### src/rtl/cache_writeback_buffer_pkg.sv
// Shared definitions for the cache writeback buffer.
// Holds the drain FSM state type and the beat/offset geometry that the
// default parameter set implies. Modules that take these as parameters
// derive their own copies so that overrides stay consistent.
package cache_writeback_buffer_pkg;

    localparam int unsigned PA_BITS_DEF = 34;
    localparam int unsigned LINELEN_DEF = 512;
    localparam int unsigned AHBW_DEF    = 64;
    localparam int unsigned DEPTH_DEF   = 2;

    localparam int unsigned BEATS     = LINELEN_DEF / AHBW_DEF;
    localparam int unsigned LOGBEATS  = $clog2(BEATS);
    localparam int unsigned OFFSETLEN = $clog2(LINELEN_DEF / 8);

    typedef enum logic {
        WB_IDLE,
        WB_BURST
    } wbstate_t;

endpackage

### src/rtl/cache_writeback_buffer_if.sv
// Bus write-beat interface between the writeback buffer and the bus.
//   BusReq       beat valid (master -> slave)
//   BusAck       beat accepted (slave -> master)
//   BusAdr       beat byte address
//   BusWriteData beat data
//   BusLast      final beat of the current line
interface cache_writeback_buffer_if #(
    parameter int unsigned PA_BITS = 34,
    parameter int unsigned AHBW    = 64
);
    logic               BusReq;
    logic               BusAck;
    logic [PA_BITS-1:0] BusAdr;
    logic [AHBW-1:0]    BusWriteData;
    logic               BusLast;

    modport master (
        output BusReq, BusAdr, BusWriteData, BusLast,
        input  BusAck
    );

    modport slave (
        input  BusReq, BusAdr, BusWriteData, BusLast,
        output BusAck
    );
endinterface

### src/rtl/cache_wb_fifo.sv
// Victim line FIFO for the writeback buffer.
// Ports:
//   clk, reset          clock, synchronous active-high reset
//   push, push_tag/line push a line (tag = line-aligned address bits)
//   pop                 retire the head entry
//   head_tag, head_line head entry contents
//   full, empty         occupancy flags; one_left = exactly one entry
//   probe_tag, match    per-entry compare of probe_tag against valid entries
module cache_wb_fifo #(
    parameter int unsigned DEPTH   = 2,
    parameter int unsigned TAGW    = 28,
    parameter int unsigned LINELEN = 512
) (
    input  logic               clk,
    input  logic               reset,
    input  logic               push,
    input  logic [TAGW-1:0]    push_tag,
    input  logic [LINELEN-1:0] push_line,
    input  logic               pop,
    output logic [TAGW-1:0]    head_tag,
    output logic [LINELEN-1:0] head_line,
    output logic               full,
    output logic               empty,
    output logic               one_left,
    input  logic [TAGW-1:0]    probe_tag,
    output logic [DEPTH-1:0]   match
);
    localparam int unsigned IDXW = $clog2(DEPTH);

    // Pointers carry one extra MSB as the wrap bit.
    logic [IDXW:0]        rd_ptr, wr_ptr;
    logic [TAGW-1:0]      tags  [DEPTH];
    logic [LINELEN-1:0]   lines [DEPTH];
    logic [DEPTH-1:0]     valid;
    logic [IDXW-1:0]      rd_idx, wr_idx;

    assign rd_idx = rd_ptr[IDXW-1:0];
    assign wr_idx = wr_ptr[IDXW-1:0];

    always_ff @(posedge clk) begin
        if (reset) begin
            rd_ptr <= '0;
            wr_ptr <= '0;
            valid  <= '0;
        end else begin
            // Push is never allowed while full, so the two indices differ
            // whenever both happen in one cycle.
            if (push) begin
                valid[wr_idx] <= 1'b1;
                wr_ptr        <= wr_ptr + 1'b1;
            end
            if (pop) begin
                valid[rd_idx] <= 1'b0;
                rd_ptr        <= rd_ptr + 1'b1;
            end
        end
    end

    always_ff @(posedge clk) begin
        if (push) begin
            tags[wr_idx]  <= push_tag;
            lines[wr_idx] <= push_line;
        end
    end

    assign head_tag  = tags[rd_idx];
    assign head_line = lines[rd_idx];
    assign empty     = (rd_ptr == wr_ptr);
    assign full      = (rd_idx == wr_idx) && (rd_ptr[IDXW] != wr_ptr[IDXW]);
    assign one_left  = ((wr_ptr - rd_ptr) == (IDXW + 1)'(1));

    always_comb begin
        match = '0;
        for (int unsigned i = 0; i < DEPTH; i++) begin
            match[i] = valid[i] && (tags[i] == probe_tag);
        end
    end

endmodule

### src/rtl/cache_writeback_buffer.sv
// Cache writeback buffer: queues dirty victim lines and drains each one to
// the bus as a fixed-length burst of AHBW-bit beats, lowest slice first.
// Ports:
//   clk, reset            clock, synchronous active-high reset
//   VictimValid/Ready     victim push handshake (Ready = not full)
//   VictimAdr, VictimLine victim line address (offset ignored) and data
//   bus                   bus write-beat interface (master side)
//   ProbeAdr, ProbeHit    line-granular check against pending entries
//   Empty                 nothing pending, including the line in flight
module cache_writeback_buffer
    import cache_writeback_buffer_pkg::*;
#(
    parameter int unsigned PA_BITS = PA_BITS_DEF,
    parameter int unsigned LINELEN = LINELEN_DEF,
    parameter int unsigned AHBW    = AHBW_DEF,
    parameter int unsigned DEPTH   = DEPTH_DEF
) (
    input  logic                clk,
    input  logic                reset,
    input  logic                VictimValid,
    output logic                VictimReady,
    input  logic [PA_BITS-1:0]  VictimAdr,
    input  logic [LINELEN-1:0]  VictimLine,
    cache_writeback_buffer_if.master bus,
    input  logic [PA_BITS-1:0]  ProbeAdr,
    output logic                ProbeHit,
    output logic                Empty
);
    localparam int unsigned NBEATS   = LINELEN / AHBW;
    localparam int unsigned BEATW    = $clog2(NBEATS);
    localparam int unsigned LINE_OFF = $clog2(LINELEN / 8);
    localparam int unsigned BYTE_OFF = $clog2(AHBW / 8);
    localparam int unsigned TAGW     = PA_BITS - LINE_OFF;

    wbstate_t           state, next_state;
    logic [BEATW-1:0]   beat;
    logic               full, fifo_empty, one_left;
    logic               push, pop, ack, beat_last;
    logic [TAGW-1:0]    head_tag;
    logic [LINELEN-1:0] head_line;
    logic [DEPTH-1:0]   match;
    logic               unused_offsets;

    assign unused_offsets = ^{VictimAdr[LINE_OFF-1:0], ProbeAdr[LINE_OFF-1:0]};

    assign push        = VictimValid && !full;
    assign VictimReady = !full;
    assign beat_last   = (beat == BEATW'(NBEATS - 1));
    assign ack         = (state == WB_BURST) && bus.BusAck;
    assign pop         = ack && beat_last;

    cache_wb_fifo #(
        .DEPTH   (DEPTH),
        .TAGW    (TAGW),
        .LINELEN (LINELEN)
    ) u_fifo (
        .clk       (clk),
        .reset     (reset),
        .push      (push),
        .push_tag  (VictimAdr[PA_BITS-1:LINE_OFF]),
        .push_line (VictimLine),
        .pop       (pop),
        .head_tag  (head_tag),
        .head_line (head_line),
        .full      (full),
        .empty     (fifo_empty),
        .one_left  (one_left),
        .probe_tag (ProbeAdr[PA_BITS-1:LINE_OFF]),
        .match     (match)
    );

    always_ff @(posedge clk) begin
        if (reset) begin
            state <= WB_IDLE;
            beat  <= '0;
        end else begin
            state <= next_state;
            if (ack) begin
                beat <= beat_last ? '0 : beat + 1'b1;
            end
        end
    end

    always_comb begin
        next_state       = state;
        bus.BusReq       = 1'b0;
        bus.BusLast      = 1'b0;
        bus.BusAdr       = {head_tag, beat, BYTE_OFF'(0)};
        bus.BusWriteData = head_line[int'(beat) * AHBW +: AHBW];
        unique case (state)
            WB_IDLE: begin
                if (!fifo_empty) next_state = WB_BURST;
            end
            WB_BURST: begin
                bus.BusReq  = 1'b1;
                bus.BusLast = beat_last;
                // Stay in BURST across the pop when anything remains,
                // counting a same-cycle push, so lines go out gap-free.
                if (pop && one_left && !push) next_state = WB_IDLE;
            end
            default: next_state = WB_IDLE;
        endcase
    end

    assign ProbeHit = |match;
    assign Empty    = fifo_empty;

endmodule
### src/flat_wrapper.sv
// flat-port wrapper written by rule: the top's interface ports become plain ports
module cache_writeback_buffer_flat import cache_writeback_buffer_pkg::*;
#(
    parameter int unsigned PA_BITS = PA_BITS_DEF,
    parameter int unsigned LINELEN = LINELEN_DEF,
    parameter int unsigned AHBW    = AHBW_DEF,
    parameter int unsigned DEPTH   = DEPTH_DEF
)
  (clk, reset, VictimValid, VictimReady, VictimAdr, VictimLine, ProbeAdr, ProbeHit, Empty, bus_BusReq, bus_BusAdr, bus_BusWriteData, bus_BusLast, bus_BusAck);
  cache_writeback_buffer_if #(.PA_BITS(PA_BITS), .AHBW(AHBW)) bus_i ();
  input  logic clk;
  input  logic reset;
  input  logic VictimValid;
  output logic VictimReady;
  input  logic [PA_BITS-1:0] VictimAdr;
  input  logic [LINELEN-1:0] VictimLine;
  input  logic [PA_BITS-1:0] ProbeAdr;
  output logic ProbeHit;
  output logic Empty;
  output wire logic [$bits(bus_i.BusReq)-1:0] bus_BusReq;
  output wire logic [$bits(bus_i.BusAdr)-1:0] bus_BusAdr;
  output wire logic [$bits(bus_i.BusWriteData)-1:0] bus_BusWriteData;
  output wire logic [$bits(bus_i.BusLast)-1:0] bus_BusLast;
  input wire logic [$bits(bus_i.BusAck)-1:0] bus_BusAck;
  assign bus_BusReq = bus_i.BusReq;
  assign bus_BusAdr = bus_i.BusAdr;
  assign bus_BusWriteData = bus_i.BusWriteData;
  assign bus_BusLast = bus_i.BusLast;
  assign bus_i.BusAck = bus_BusAck;
  cache_writeback_buffer #(.PA_BITS(PA_BITS), .LINELEN(LINELEN), .AHBW(AHBW), .DEPTH(DEPTH)) u_core (.clk(clk), .reset(reset), .VictimValid(VictimValid), .VictimReady(VictimReady), .VictimAdr(VictimAdr), .VictimLine(VictimLine), .bus(bus_i), .ProbeAdr(ProbeAdr), .ProbeHit(ProbeHit), .Empty(Empty));
endmodule
### config.mk
export PLATFORM = sky130hd
export DESIGN_NAME = cache_writeback_buffer_flat
export DESIGN_NICKNAME = d
export VERILOG_FILES = /design/src/rtl/cache_writeback_buffer_pkg.sv /design/src/rtl/cache_writeback_buffer_if.sv /design/src/rtl/cache_wb_fifo.sv /design/src/rtl/cache_writeback_buffer.sv /design/src/flat_wrapper.sv
export SDC_FILE = /design/constraint.sdc
export NUM_CORES = 1
export LEC_CHECK = 0
export BUFFER_PORTS_ARGS = -buffer_cell sky130_fd_sc_hd__buf_2
export CAP_MARGIN = 20
export CELL_PAD_IN_SITES_DETAIL_PLACEMENT = 0
export CELL_PAD_IN_SITES_GLOBAL_PLACEMENT = 1
export CORE_ASPECT_RATIO = 0.9
export CORE_UTILIZATION = 53
export CTS_CLUSTER_SIZE = 16
export DETAILED_ROUTE_END_ITERATION = 8
export GPL_TIMING_DRIVEN = 0
export HOLD_SLACK_MARGIN = 0.1
export PLACE_DENSITY_LB_ADDON = 0.25
export SETUP_SLACK_MARGIN = 0.4
export SYNTH_ARGS = -nofsm -noshare
export SYNTH_HDL_FRONTEND = slang
export SYNTH_SLANG_ARGS = --single-unit
### constraint.sdc
create_clock -name clk -period 30.5 [get_ports clk]
set_clock_uncertainty 0.1 [all_clocks]
set_input_delay 1.525 -clock clk [delete_from_list [all_inputs] [get_ports clk]]
set_output_delay 1.525 -clock clk [all_outputs]
set_load 0.005 [all_outputs]
==> results.toml <==
[power]
powerDensity_nw_per_um2 = 65.5
combPwrFrac_pct = 6.7
seq_power_share_pct = 53.9
intPower_mw = 2.59
ir_worst_vdd_v = 0.0000593
pwr-share-clk_pct = 39.4
power_switching_mw = 0.688
sw_frac_of_total_pct = 21.0
power.leakage_nw = 17.4
finalPower_mw = 3.28

[sta]
min_period_ns = 5.03
fmax_ghz = 0.199
setup_ws_ns = 25.47
hold_violations = 0
drv_slew = 0
setup_viol = 0
fin_setup_tns_ns = 0
rsz0062_at_grt = "false"
relSlewSlack_pct = 25.1
fin_crit_sh_pct = 16.5
worstMarginPinSlew_ns = 1.12
hold_slack_ns = 0.418

[die]
num_rows = 96
die_w_um = 297
initial_core_util_pct = 53.9
chipHeight_um = 267
design.core.area_um2 = 76800
ios = 687
die_area_um2 = 79200

[synth]
ys_ff_latch = 1091
synth_edf_count = 1080
synth_common_cells = "edfxtp_1, mux4_2, a22oi_1"
syn_area_um2 = 41400
synth_cell_types = 33
synth_area_per_cell_um2 = 23.2
yosysTopAreaCell = "edfxtp_1"
netlist_top_cells_area = "edfxtp_1, mux4_2, a22oi_1"
synthMostInstantiatedCell = "edfxtp_1"
ys.flop_type = "edfxtp_1"
ys_warn_count = 0
syn_inst = 1783
ys_async_sr_fraction_pct = 0
synth_seq_area_share_pct = 78.9
synth_top_cell_area_share_pct = 78.3

[drt]
num_vias = 21580
firstDrtPassIters = 6
post_drt_wl_per_cell_um = 27.1
ant_nets = 0
vias_per_cell = 5.76
drc = 0
drt_first_iter_violations = 1808
drt_wl_total_um = 102000

[critical_path]
cpMostUsedCell = "clkbuf_1"
crit_slowest_cell = "clkbuf_1"
required_ns = 28.88
cp-end-kind = "output pin"
cpPeakStageDelay_ns = 0.84
crit_path_start_kind = "register"
cp.depth = 6
worst_r2r_path_depth = 8
cp_num_buf_inv = 3
path_delay_family = "buffers and inverters"
worstPathMaxFanout = 10
critical_path_arrival_ns = 3.41
path_cells = "nor2b_1 > clkbuf_1 > clkbuf_1 > a22oi_1 > nand2_1 > buf_2"
path_class = "reg -> out"

[hold_path]
min_path_cells = 1
hold_path.class = "reg -> reg"

[clock_tree]
clkLatencyLatePin_ns = 0.66
cts.path.max_buffers = 3
cts-resized-gates = 0
cts_hold_buffers = 0
clock-root-buffer = "clkbuf_16"
cts_buffers = 105
post_cts.repair.setup_buffers = 0
htree_levels = 3
cts.sinks = 1091
path_clk_slew_ns = 0.06
cts_tree = "done"

[placement]
portBuffers = 670
dp_hpwl_um = 71800
globalplace.congestion = 0.830
pre_cts_ws_ns = 25.79
placed_cell_area_um2 = 46600

[status]
status = "finished clean"

[finish]
drive_gt1_share_pct = 43.3
num-fill-cells = 5116
nNetsFinal = 3170
syn2layout_area_growth_pct = 21.1
final_cell_area_um2 = 50100

[grt]
antenna_found_initial = 92
grt_overflow = 0
grt_pass1_wl_um = 143000
grt_pass1_vias = 22484
grt_use_total_pct = 25.4
grt_max_degree = 71

[job]
cap_violations = 0
-- state kept, by name (all words and copies together), names as in the netlist, named ones only --
| signal | cells |
|---|---|
| u_core.u_fifo.lines | 1024 |
| u_core.u_fifo.tags | 56 |
| u_core.beat | 3 |
| u_core.u_fifo.rd_ptr | 2 |
| u_core.u_fifo.valid | 2 |
| u_core.u_fifo.wr_ptr | 2 |
| u_core.state | 1 |
-- kinds of logic after synthesis --
group | count (synthesis) | synth area share (%)
simple gates | 110 | 1.18
compound gates | 138 | 2.49
other cells | 1 | 0.00906
mux | 284 | 14.7
xor+xnor | 60 | 1.27
buf+inv | 96 | 1.39
fa+ha+maj | 3 | 0.0907
flops | 1091 | 78.9
-- path summary, 6_finish.rpt --
check / slack, ns / to / start
min: 0.42 / u_core.u_fifo.valid[1]$_SDFF_PP0_ / u_core.u_fifo.valid[1]$_SDFF_PP0_
min reg2reg: 0.42 / u_core.u_fifo.valid[1]$_SDFF_PP0_ / u_core.u_fifo.valid[1]$_SDFF_PP0_
max reg2reg: 26.65 / u_core.u_fifo.lines[1][334]$_DFFE_PP_ / u_core.u_fifo.wr_ptr[0]$_SDFFE_PP0N_
max: 25.47 / bus_BusWriteData[46] / u_core.beat[2]$_SDFFE_PP0N_
-- layout by cell type (no fill, tap or decap), drive strengths merged --
master,netlist,routed
a22oi,128,128
mux4,256,256
diode,0,49
o221a,1,1
buf,57,748
nor4,7,7
edfxtp,1080,1080
a21oi,4,4
inv,4,5
clkinv,0,46
nand3,3,3
nor2,7,7
and3,1,1
bufinv,0,12
conb,1,3
mux2,28,28
nor3,5,5
nand4,9,9
or4,2,2
o21a,2,2
o211a,1,1
xor2,34,34
nor2b,2,2
ha,3,3
dfxtp,11,11
nand2,70,70
and2,4,4
clkbuf,35,163
o22ai,1,1
clkinvlp,0,6
a21boi,1,1
xnor2,26,26
-- layer usage --
metal	track usage, %	up-vias	part of all wire, %
li1	-	9277	-
met1	30.7	11044	36
met2	43.3	925	52
met3	7.51	258	8.9
met4	8.90	76	3.0
met5	0	-	0.45
-- metrics by stage --
stage | instances | util [%]
global placement | 3484 | 60.0
detailed placement | 3505 | 60.7
CTS | 3698 | 65.2
floorplan | 1785 | -
global route | 3732 | 65.3
finish | 3747 | 65.3
-- power groups by stage --
stage          logic (mW)  clock network, mW  registers (mW)
4_1_cts             0.221               1.31            1.77
2_1_floorplan       0.108                  0            1.85
6_report            0.219               1.29            1.77
3_3_place_gp        0.202                  0            1.88
3_5_place_dp        0.219                  0            1.80
5_1_grt             0.235               1.37            1.78
-- area by class of cell --
| cell class | instances | area, um^2 | area share (%) |
|---|---|---|---|
| sequential | 1091 | 32700 | 65.1 |
| multi-input combinational | 598 | 8180 | 16.3 |
| timing repair buffer | 691 | 3870 | 7.72 |
| clock buffer | 128 | 2760 | 5.50 |
| tap | 1029 | 1290 | 2.57 |
| clock inverter | 65 | 698 | 1.39 |
| buffer | 92 | 562 | 1.12 |
| antenna | 49 | 123 | 0.245 |
| inverter | 4 | 15.0 | 0.0299 |
Note: power is estimated with default switching activity, not from simulation.
